**src/rtl/multi_ce_gen_pkg.sv**
```systemverilog
// uk101_ce_pkg: shared defaults, mode enum and channel indices for the clock-enable generator.
package uk101_ce_pkg;
    localparam int NUM_CH_DEF = 3;
    localparam int CNT_W_DEF  = 8;
    localparam int ACC_W_DEF  = 16;
    localparam int CE_PIX     = 0;
    localparam int CE_CPU     = 1;
    localparam int CE_BAUD    = 2;
    typedef enum logic {CE_INT = 1'b0, CE_FRAC = 1'b1} ce_mode_e;
endpackage

```
**src/rtl/multi_ce_gen_if.sv**
```systemverilog
// multi_ce_gen_if: per-channel control inputs and clock-enable outputs of multi_ce_gen.
interface multi_ce_gen_if import uk101_ce_pkg::*; #(
    parameter int NUM_CH = NUM_CH_DEF,
    parameter int CNT_W  = CNT_W_DEF,
    parameter int ACC_W  = ACC_W_DEF
);
    logic [NUM_CH-1:0]       enable;
    logic [NUM_CH-1:0]       frac_mode;
    logic [NUM_CH*CNT_W-1:0] div;
    logic [NUM_CH*ACC_W-1:0] frac_inc;
    logic                    sync_restart;
    logic [NUM_CH-1:0]       ce;
    logic [NUM_CH-1:0]       upd_ack;
    modport master (output enable, frac_mode, div, frac_inc, sync_restart, input ce, upd_ack);
    modport slave (input enable, frac_mode, div, frac_inc, sync_restart, output ce, upd_ack);
endinterface

```
**src/rtl/multi_ce_gen_chan.sv**
```systemverilog
// ce_chan: one clock-enable channel, integer divider or fractional phase accumulator.
module ce_chan import uk101_ce_pkg::*; #(
    parameter int CNT_W = CNT_W_DEF,
    parameter int ACC_W = ACC_W_DEF
) (
    input  logic             clk_i,
    input  logic             rst_i,
    input  logic             sync_i,
    input  logic             en_i,
    input  logic             mode_i,
    input  logic [CNT_W-1:0] div_i,
    input  logic [ACC_W-1:0] inc_i,
    output logic             ce_o,
    output logic             ack_o
);
    logic [CNT_W-1:0] cnt_q, cnt_d, act_q, act_d;
    logic [ACC_W-1:0] acc_q, acc_d, sum;
    logic             carry, ce_q, ce_d, ack_q, ack_d;
    ce_mode_e         mode, mode_q;
    assign mode = ce_mode_e'(mode_i);
    assign {carry, sum} = {1'b0, acc_q} + {1'b0, inc_i};
    // act_div only moves when the count restarts from 0, so a live period is never altered
    always_comb begin
        cnt_d = cnt_q;
        acc_d = acc_q;
        act_d = act_q;
        ce_d  = 1'b0;
        ack_d = 1'b0;
        if (sync_i || !en_i) begin
            cnt_d = '0;
            acc_d = '0;
            act_d = div_i;
            ack_d = div_i != act_q;
        end else if (mode != mode_q) begin
            cnt_d = '0;
            acc_d = '0;
        end else if (mode == CE_FRAC) begin
            acc_d = sum;
            ce_d  = carry;
        end else if (cnt_q == act_q) begin
            cnt_d = '0;
            ce_d  = 1'b1;
            act_d = div_i;
            ack_d = div_i != act_q;
        end else begin
            cnt_d = cnt_q + 1'b1;
        end
    end
    always_ff @(posedge clk_i) begin
        if (rst_i) begin
            cnt_q  <= '0;
            acc_q  <= '0;
            act_q  <= div_i;
            mode_q <= mode;
            ce_q   <= 1'b0;
            ack_q  <= 1'b0;
        end else begin
            cnt_q  <= cnt_d;
            acc_q  <= acc_d;
            act_q  <= act_d;
            mode_q <= mode;
            ce_q   <= ce_d;
            ack_q  <= ack_d;
        end
    end
    assign ce_o  = ce_q;
    assign ack_o = ack_q;
endmodule

```
**src/rtl/multi_ce_gen.sv**
```systemverilog
// multi_ce_gen: NUM_CH independent clock-enable channels sharing reset and sync_restart.
module multi_ce_gen import uk101_ce_pkg::*; #(
    parameter int NUM_CH = NUM_CH_DEF,
    parameter int CNT_W  = CNT_W_DEF,
    parameter int ACC_W  = ACC_W_DEF
) (
    input logic           clk_sys,
    input logic           reset,
    multi_ce_gen_if.slave bus
);
    logic [NUM_CH-1:0] ce_w, ack_w;
    for (genvar i = 0; i < NUM_CH; i++) begin : g_ch
        ce_chan #(.CNT_W(CNT_W), .ACC_W(ACC_W)) u_ch (
            .clk_i (clk_sys),
            .rst_i (reset),
            .sync_i(bus.sync_restart),
            .en_i  (bus.enable[i]),
            .mode_i(bus.frac_mode[i]),
            .div_i (bus.div[i*CNT_W +: CNT_W]),
            .inc_i (bus.frac_inc[i*ACC_W +: ACC_W]),
            .ce_o  (ce_w[i]),
            .ack_o (ack_w[i])
        );
    end
    assign bus.ce      = ce_w;
    assign bus.upd_ack = ack_w;
endmodule

```
**src/flat_wrapper.sv**
```systemverilog
// flat-port wrapper written by rule: the top's interface ports become plain ports
module multi_ce_gen_flat import uk101_ce_pkg::*;
#(
    parameter int NUM_CH = NUM_CH_DEF,
    parameter int CNT_W  = CNT_W_DEF,
    parameter int ACC_W  = ACC_W_DEF
)
  (clk_sys, reset, bus_enable, bus_frac_mode, bus_div, bus_frac_inc, bus_sync_restart, bus_ce, bus_upd_ack);
  multi_ce_gen_if #(.NUM_CH(NUM_CH), .CNT_W(CNT_W), .ACC_W(ACC_W)) bus_i ();
  input logic clk_sys;
  input logic reset;
  input wire logic [$bits(bus_i.enable)-1:0] bus_enable;
  input wire logic [$bits(bus_i.frac_mode)-1:0] bus_frac_mode;
  input wire logic [$bits(bus_i.div)-1:0] bus_div;
  input wire logic [$bits(bus_i.frac_inc)-1:0] bus_frac_inc;
  input wire logic [$bits(bus_i.sync_restart)-1:0] bus_sync_restart;
  output wire logic [$bits(bus_i.ce)-1:0] bus_ce;
  output wire logic [$bits(bus_i.upd_ack)-1:0] bus_upd_ack;
  assign bus_i.enable = bus_enable;
  assign bus_i.frac_mode = bus_frac_mode;
  assign bus_i.div = bus_div;
  assign bus_i.frac_inc = bus_frac_inc;
  assign bus_i.sync_restart = bus_sync_restart;
  assign bus_ce = bus_i.ce;
  assign bus_upd_ack = bus_i.upd_ack;
  multi_ce_gen #(.NUM_CH(NUM_CH), .CNT_W(CNT_W), .ACC_W(ACC_W)) u_core (.clk_sys(clk_sys), .reset(reset), .bus(bus_i));
endmodule
```
**config.mk**
```make
export PLATFORM = sky130hd
export DESIGN_NAME = multi_ce_gen_flat
export DESIGN_NICKNAME = d
export VERILOG_FILES = /design/src/rtl/multi_ce_gen_pkg.sv /design/src/rtl/multi_ce_gen_if.sv /design/src/rtl/multi_ce_gen_chan.sv /design/src/rtl/multi_ce_gen.sv /design/src/flat_wrapper.sv
export SDC_FILE = /design/constraint.sdc
export NUM_CORES = 1
export LEC_CHECK = 0
export CAP_MARGIN = 0
export CORE_ASPECT_RATIO = 0.8
export CORE_MARGIN = 2
export CORE_UTILIZATION = 56
export CTS_CLUSTER_DIAMETER = 60
export DETAILED_ROUTE_END_ITERATION = 10
export GPL_ROUTABILITY_DRIVEN = 0
export PLACE_DENSITY = 0.85
export SLEW_MARGIN = 20
export SYNTH_ARGS = -nofsm -noshare
export SYNTH_HDL_FRONTEND = slang
export SYNTH_SLANG_ARGS = --single-unit
```
**constraint.sdc**
```tcl
create_clock -name clk_sys -period 3.2 [get_ports clk_sys]
set_input_delay 0.48 -clock clk_sys [delete_from_list [all_inputs] [get_ports clk_sys]]
set_output_delay 0.48 -clock clk_sys [all_outputs]
set_load 0.01 [all_outputs]
```
=== Yosys cells after proc, flatten, opt, wreduce, memory -nomap -nowiden ===
Cells that the tools add are included.

* Register bits after elaboration: 105
* Output and inout port bits: 6

* Add/subtract/negate cells: 6
* Eq/ne operators: 15
* Multiplexer cells: 36
* Reduce and logical (&&, ||, !) cells: 15

{| class="wikitable"
|+ Operators with widths
! kind !! number
|-
| two-way mux 8 bit || 18
|-
| adder 16 x 16 -> 17 bit || 3
|-
| adder 8 x 1 -> 8 bit (second input constant) || 3
|-
| equality test 8 bit || 3
|-
| inequality test 8 bit || 3
|-
| two-way mux 1 bit || 18
|-
| inequality test 3 x 2 -> 1 bit (second input constant) || 3
|-
| inequality test 3 bit (second input constant) || 3
|-
| AND reduction 3 bit || 3
|-
| nonzero test 3 bit || 3
|-
| OR reduction 3 bit || 3
|-
| logical NOT 1 bit || 3
|-
| logical OR 1 bit || 3
|-
| inequality test 1 bit || 3
|}

=== Logic depth before layout (Yosys ltp) ===
Gate-level depths: netlist (run 1).

* Depth after elaboration: 6
* Gate-level depth with buffers: 10
* Gate-level depth less buffers: 10

=== By module ===
Synthesis (run 1) repeated with hierarchy kept, for this count alone.

* Cells, all modules: 662
* Area, all modules: 6304.8 µm²

{| class="wikitable"
|+ By module, submodules not included
! module !! instances !! cells an instance !! area each (µm²) !! seq. area each (µm²)
|-
| ce_chan (u_core.g_ch[0].u_ch ...) || 2 || 214 || 2080.7 || 780.7
|-
| ce_chan (u_core.g_ch[2].u_ch) || 1 || 234 || 2143.3 || 780.7
|}

=== Worst setup path before layout (run 1) ===
Ideal clock, no wire load.

* Path type: input port to flip-flop
* Start: in bus_frac_inc[16]
* End: reg u_core.g_ch[1].u_ch.acc_q[14]
* Setup time: 132 ps
* Data arrival time: 2412 ps
* Required time: 3068 ps
* Path slack: 656 ps
* Stages on the path: 9
* Cell sequence: ha_1 > fa_1 > a211oi_1 > o211ai_1 > a41oi_2 > o21bai_1 > a311o_1 > nand3_1 > a21oi_1

* Longest elaborated chain between the ends: 1

{| class="wikitable"
|+ Ends and longest elaborated chain
! item !! line !! RTL
|-
| start, declared || flat_wrapper.sv:15 || <nowiki>input wire logic [$bits(bus_i.frac_inc)-1:0] bus_frac_inc;</nowiki>
|-
| adder 16 x 16 -> 17 bit || multi_ce_gen_chan.sv:21 || <nowiki>assign {carry, sum} = {1'b0, acc_q} + {1'b0, inc_i};</nowiki>
|-
| end signal, assigned || multi_ce_gen_chan.sv:52 || <nowiki>acc_q <= '0;</nowiki>
|-
| end signal, assigned || multi_ce_gen_chan.sv:59 || <nowiki>acc_q <= acc_d;</nowiki>
|-
| end, declared || multi_ce_gen_chan.sv:17 || <nowiki>logic [ACC_W-1:0] acc_q, acc_d, sum;</nowiki>
|}

Every way passes these cells.
A chain may end at the register's enable or synchronous reset.

=== Worst setup path after layout (run 1) ===
Same ends and word-level chain as after synthesis.

==> impl_results.md, run 1 <==
* # IOs at 87
* CTS tree: done
* CP peak stage delay at 470 ps
* Port Buffers at 86
* CP arrival at 2980 ps
* Vias per inst at 5.688
* Multi-input logic area at 3918 µm²
* Max VDD drop at 283.5 µV
* Max Root-Sink Buffers at 2
* Clk pwr share at 0.380
* TritonCTS Buffers at 9
* Final setup vio count at 0
* Count of different cell masters after synthesis at 61
* Drt pass-1 iters at 4
* Routed wire per std cell at 15.63 µm
* Hold-fix buffers, CTS at 0
* Skew-Pair Late Insertion Delay at 340 ps
* Vias in the first global route at 5,127
* Final Max Slew Viols at 0
* Worst min-delay path class: reg2reg
* Post-Syn Nets at 808
* First-pass GRT wire length at 23,520 µm
* Post-synth top area cell: dfxtp_1
* Die X at 123.8 µm
* Switching share of power at 0.2503
* Placeable Area at 11,020 µm²
* Status: complete, no violations
* Post-CTS sizing at 0
* CTS root buf: clkbuf_16
* Syn_area_per_cell at 9.552 µm²
* Util after Layout at 0.6994
* Least-Margin Pin Slew at 773.8 ps
* Post-synth EDFFs at 24
* CP top delay family: compound AO/OA/AOI/OAI gates
* CP Max Fanout at 3
* Final ANT Viol Nets at 0
* Synth-to-Final Area Change at 19.87%
* Worst Setup Slack, final at 417.8 ps
* Critical path class: in2reg
* CP Cell Sequence: clkdlybuf4s50_1 -> ha_1 -> fa_1 -> a211oi_1 -> o211ai_1 -> a41oi_2 -> o21bai_1 -> a311o_1 -> nand3_1 -> a21oi_1
* Nets at 888
* Initial Util at 0.5835
* RSZ-0062 raised after global routing: false
* Sequential area share after synthesis at 0.3643
* CP max stage cell: fa_1
* Sink Count at 105
* Worst rel slew slack at 0.4801
* Initial antenna violation count at 0
* Mapped cell area at 6429 µm²
* Fmax at 0.3594 GHz
* Layout fillers at 821
* Pint at 2.239 mW
* Fin cells at 902
* Synth cell count leaders: dfxtp_1 (81), nor2_1 (75), xor2_1 (60), ha_1 (51), xnor2_1 (43)
* Initial drt markers at 182
* CP startpoint kind: input port
* Top cells by area, synth: dfxtp_1 (25%), edfxtp_1 (11%), ha_1 (9.9%), xor2_1 (8.2%), xnor2_1 (5.9%)
* Minimum hold slack at 490.9 ps
* Final setup TNS at 0 ps
* Comb pwr share at 0.141
* Final hold violations at 0
* DRC viols at 0
* Register area at 2342 µm²
* Clk slew on worst S/H paths at 70 ps
* Period Utilization, post-route at 0.8694
* # rows at 34
* PD cells at 387.6 nW/µm²
* Die area at 12,360 µm²
* Share of the synthesized area in the top cell type at 0.2522
* GR Overflow Total at 0
* CP endpoint kind: register
* Post-DP HPWL at 10,690 µm
* YS warnings at 0
* Count leader, synth: dfxtp_1
* Yosys reg bits at 105
* Overall Global Routing Usage at 0.2351
* Fraction of registers with async set/reset at 0
* Share of layout cells above drive strength 1 at 0.04090
* Crit path buffers/inverters at 1
* Die Height at 99.83 µm
* Total Wirelength at 14,100 µm
* Placed insts at 886
* Top_reg_cell synth: dfxtp_1
* Largest net degree at the start of global routing at 37
* Via count at 5,131
* Reg power frac at 0.479
* MaxCap Viol Count at 0
* Synthesized instance count at 673
* Diodes inserted at 0
* Worst Path Required at 3400 ps
* Fin crit period at 2782 ps
* Clk_skew at 6.403 ps
* # Post-CTS Setup Buffers at 0
* Sw Pwr at 0.7478 mW
* H-tree depth at 3
* Pre-CTS WS at 108.5 ps
* Leakage at 3.246 nW
worst register-to-register path, stage by stage (launching register included):
cell	delay, ps
dfxtp_1	320
ha_1	220
fa_1	470
a211oi_1	330
o211ai_1	180
a41oi_2	230
o21bai_1	120
a311o_1	370
nand3_1	90
a21oi_1	70
cell usage in the layout (no fill, tap or decap), types with 7 or more instances in the layout:
cell,synthesis,final
mux2i_1,36,36
nor3b_1,7,7
ha_1,51,51
and3_1,11,11
inv_1,14,14
a211oi_1,11,11
nor3_1,10,10
a21oi_1,27,27
a21o_1,21,21
nand3b_1,9,9
buf_4,6,7
nor2_1,75,75
o21ai_0,25,25
nand2_1,25,25
edfxtp_1,24,24
nor2b_1,8,8
xor2_1,60,60
xnor2_1,43,43
nand4_1,12,12
nand2b_1,12,12
dfxtp_1,81,81
clkdlybuf4s50_1,0,86
nor4_1,8,8
nand3_1,15,15
clkbuf_16,0,9
through the flow:
step / cell area, µm² / power [mW]
after detailed placement: 7406 / 1.880
after CTS: 7706 / 3.015
final: 7706 / 2.987
after global placement: 7406 / 1.860
after floorplan: 6429 / 1.706
after global routing: 7706 / 3.116
cell families (layout without fill, tap and decap cells):
| kind of cell | after synthesis | after routing | synth area share |
|---|---|---|---|
| AOI/OAI and AO/OA | 127 | 127 | 0.1372 |
| DFF | 105 | 105 | 0.3643 |
| muxes | 36 | 36 | 0.05605 |
| xor gates and xnor gates | 103 | 103 | 0.1403 |
| adders and majority gates | 54 | 54 | 0.1086 |
| and+or+nand+nor | 210 | 210 | 0.1672 |
| buffers and inverters | 38 | 123 | 0.02627 |
flip-flops by register name, indices dropped and copies added (netlist names):
signal and flops:
u_core.g_ch.u_ch.mode_q 3, u_core.g_ch.u_ch.ack_o 3, u_core.g_ch.u_ch.cnt_q 24, u_core.g_ch.u_ch.acc_q 48, u_core.g_ch.u_ch.ce_o 3, u_core.g_ch.u_ch.act_q 24
final cells by class:
class / instances / area share
Tap cell: 144 / 0.02338
Sequential cell: 105 / 0.3039
Inverter: 14 / 0.006819
Multi-Input combinational cell: 530 / 0.5084
Clock buffer: 9 / 0.02923
Clock inverter: 7 / 0.009742
Timing Repair Buffer: 93 / 0.1185
power groups by stage:
stage                     registers [mW]  logic (mW)  clock network (mW)
after detailed placement            1.46       0.419                   0
after global routing                1.43       0.462                1.22
after CTS                           1.43       0.422                1.16
after floorplan                     1.45       0.254                   0
after global placement              1.46       0.402                   0
final                               1.43       0.422                1.13
routing by layer:
layer,GRT usage,vias to the layer above,share of wire
met5,0,-,0
met4,0.07080,0,0.019
met3,0.03977,18,0.035
met2,0.4129,121,0.49
met1,0.2955,2406,0.46
li1,-,2586,-
path summary, 6_finish.rpt:
kind,cells after the start,to,slack (ps),start
worst max register to register,9,u_core.g_ch[1].u_ch.acc_q[14]$_SDFFE_PP0P_,670,u_core.g_ch[1].u_ch.acc_q[0]$_SDFFE_PP0P_
worst max-delay path,10,u_core.g_ch[1].u_ch.acc_q[14]$_SDFFE_PP0P_,420,bus_frac_inc[16]
worst min-delay path,2,u_core.g_ch[1].u_ch.acc_q[12]$_SDFFE_PP0P_,490,u_core.g_ch[1].u_ch.acc_q[12]$_SDFFE_PP0P_
worst min register to register,2,u_core.g_ch[1].u_ch.acc_q[12]$_SDFFE_PP0P_,490,u_core.g_ch[1].u_ch.acc_q[12]$_SDFFE_PP0P_
Power figures use the tool's default switching activity.
==> inputs of run 2 (changes only) <==
- SKIP_CTS_REPAIR_TIMING: default -> 1
==> results of run 2 <==
Same layout as run 1: the final DEF is identical, and so are final timing and power.
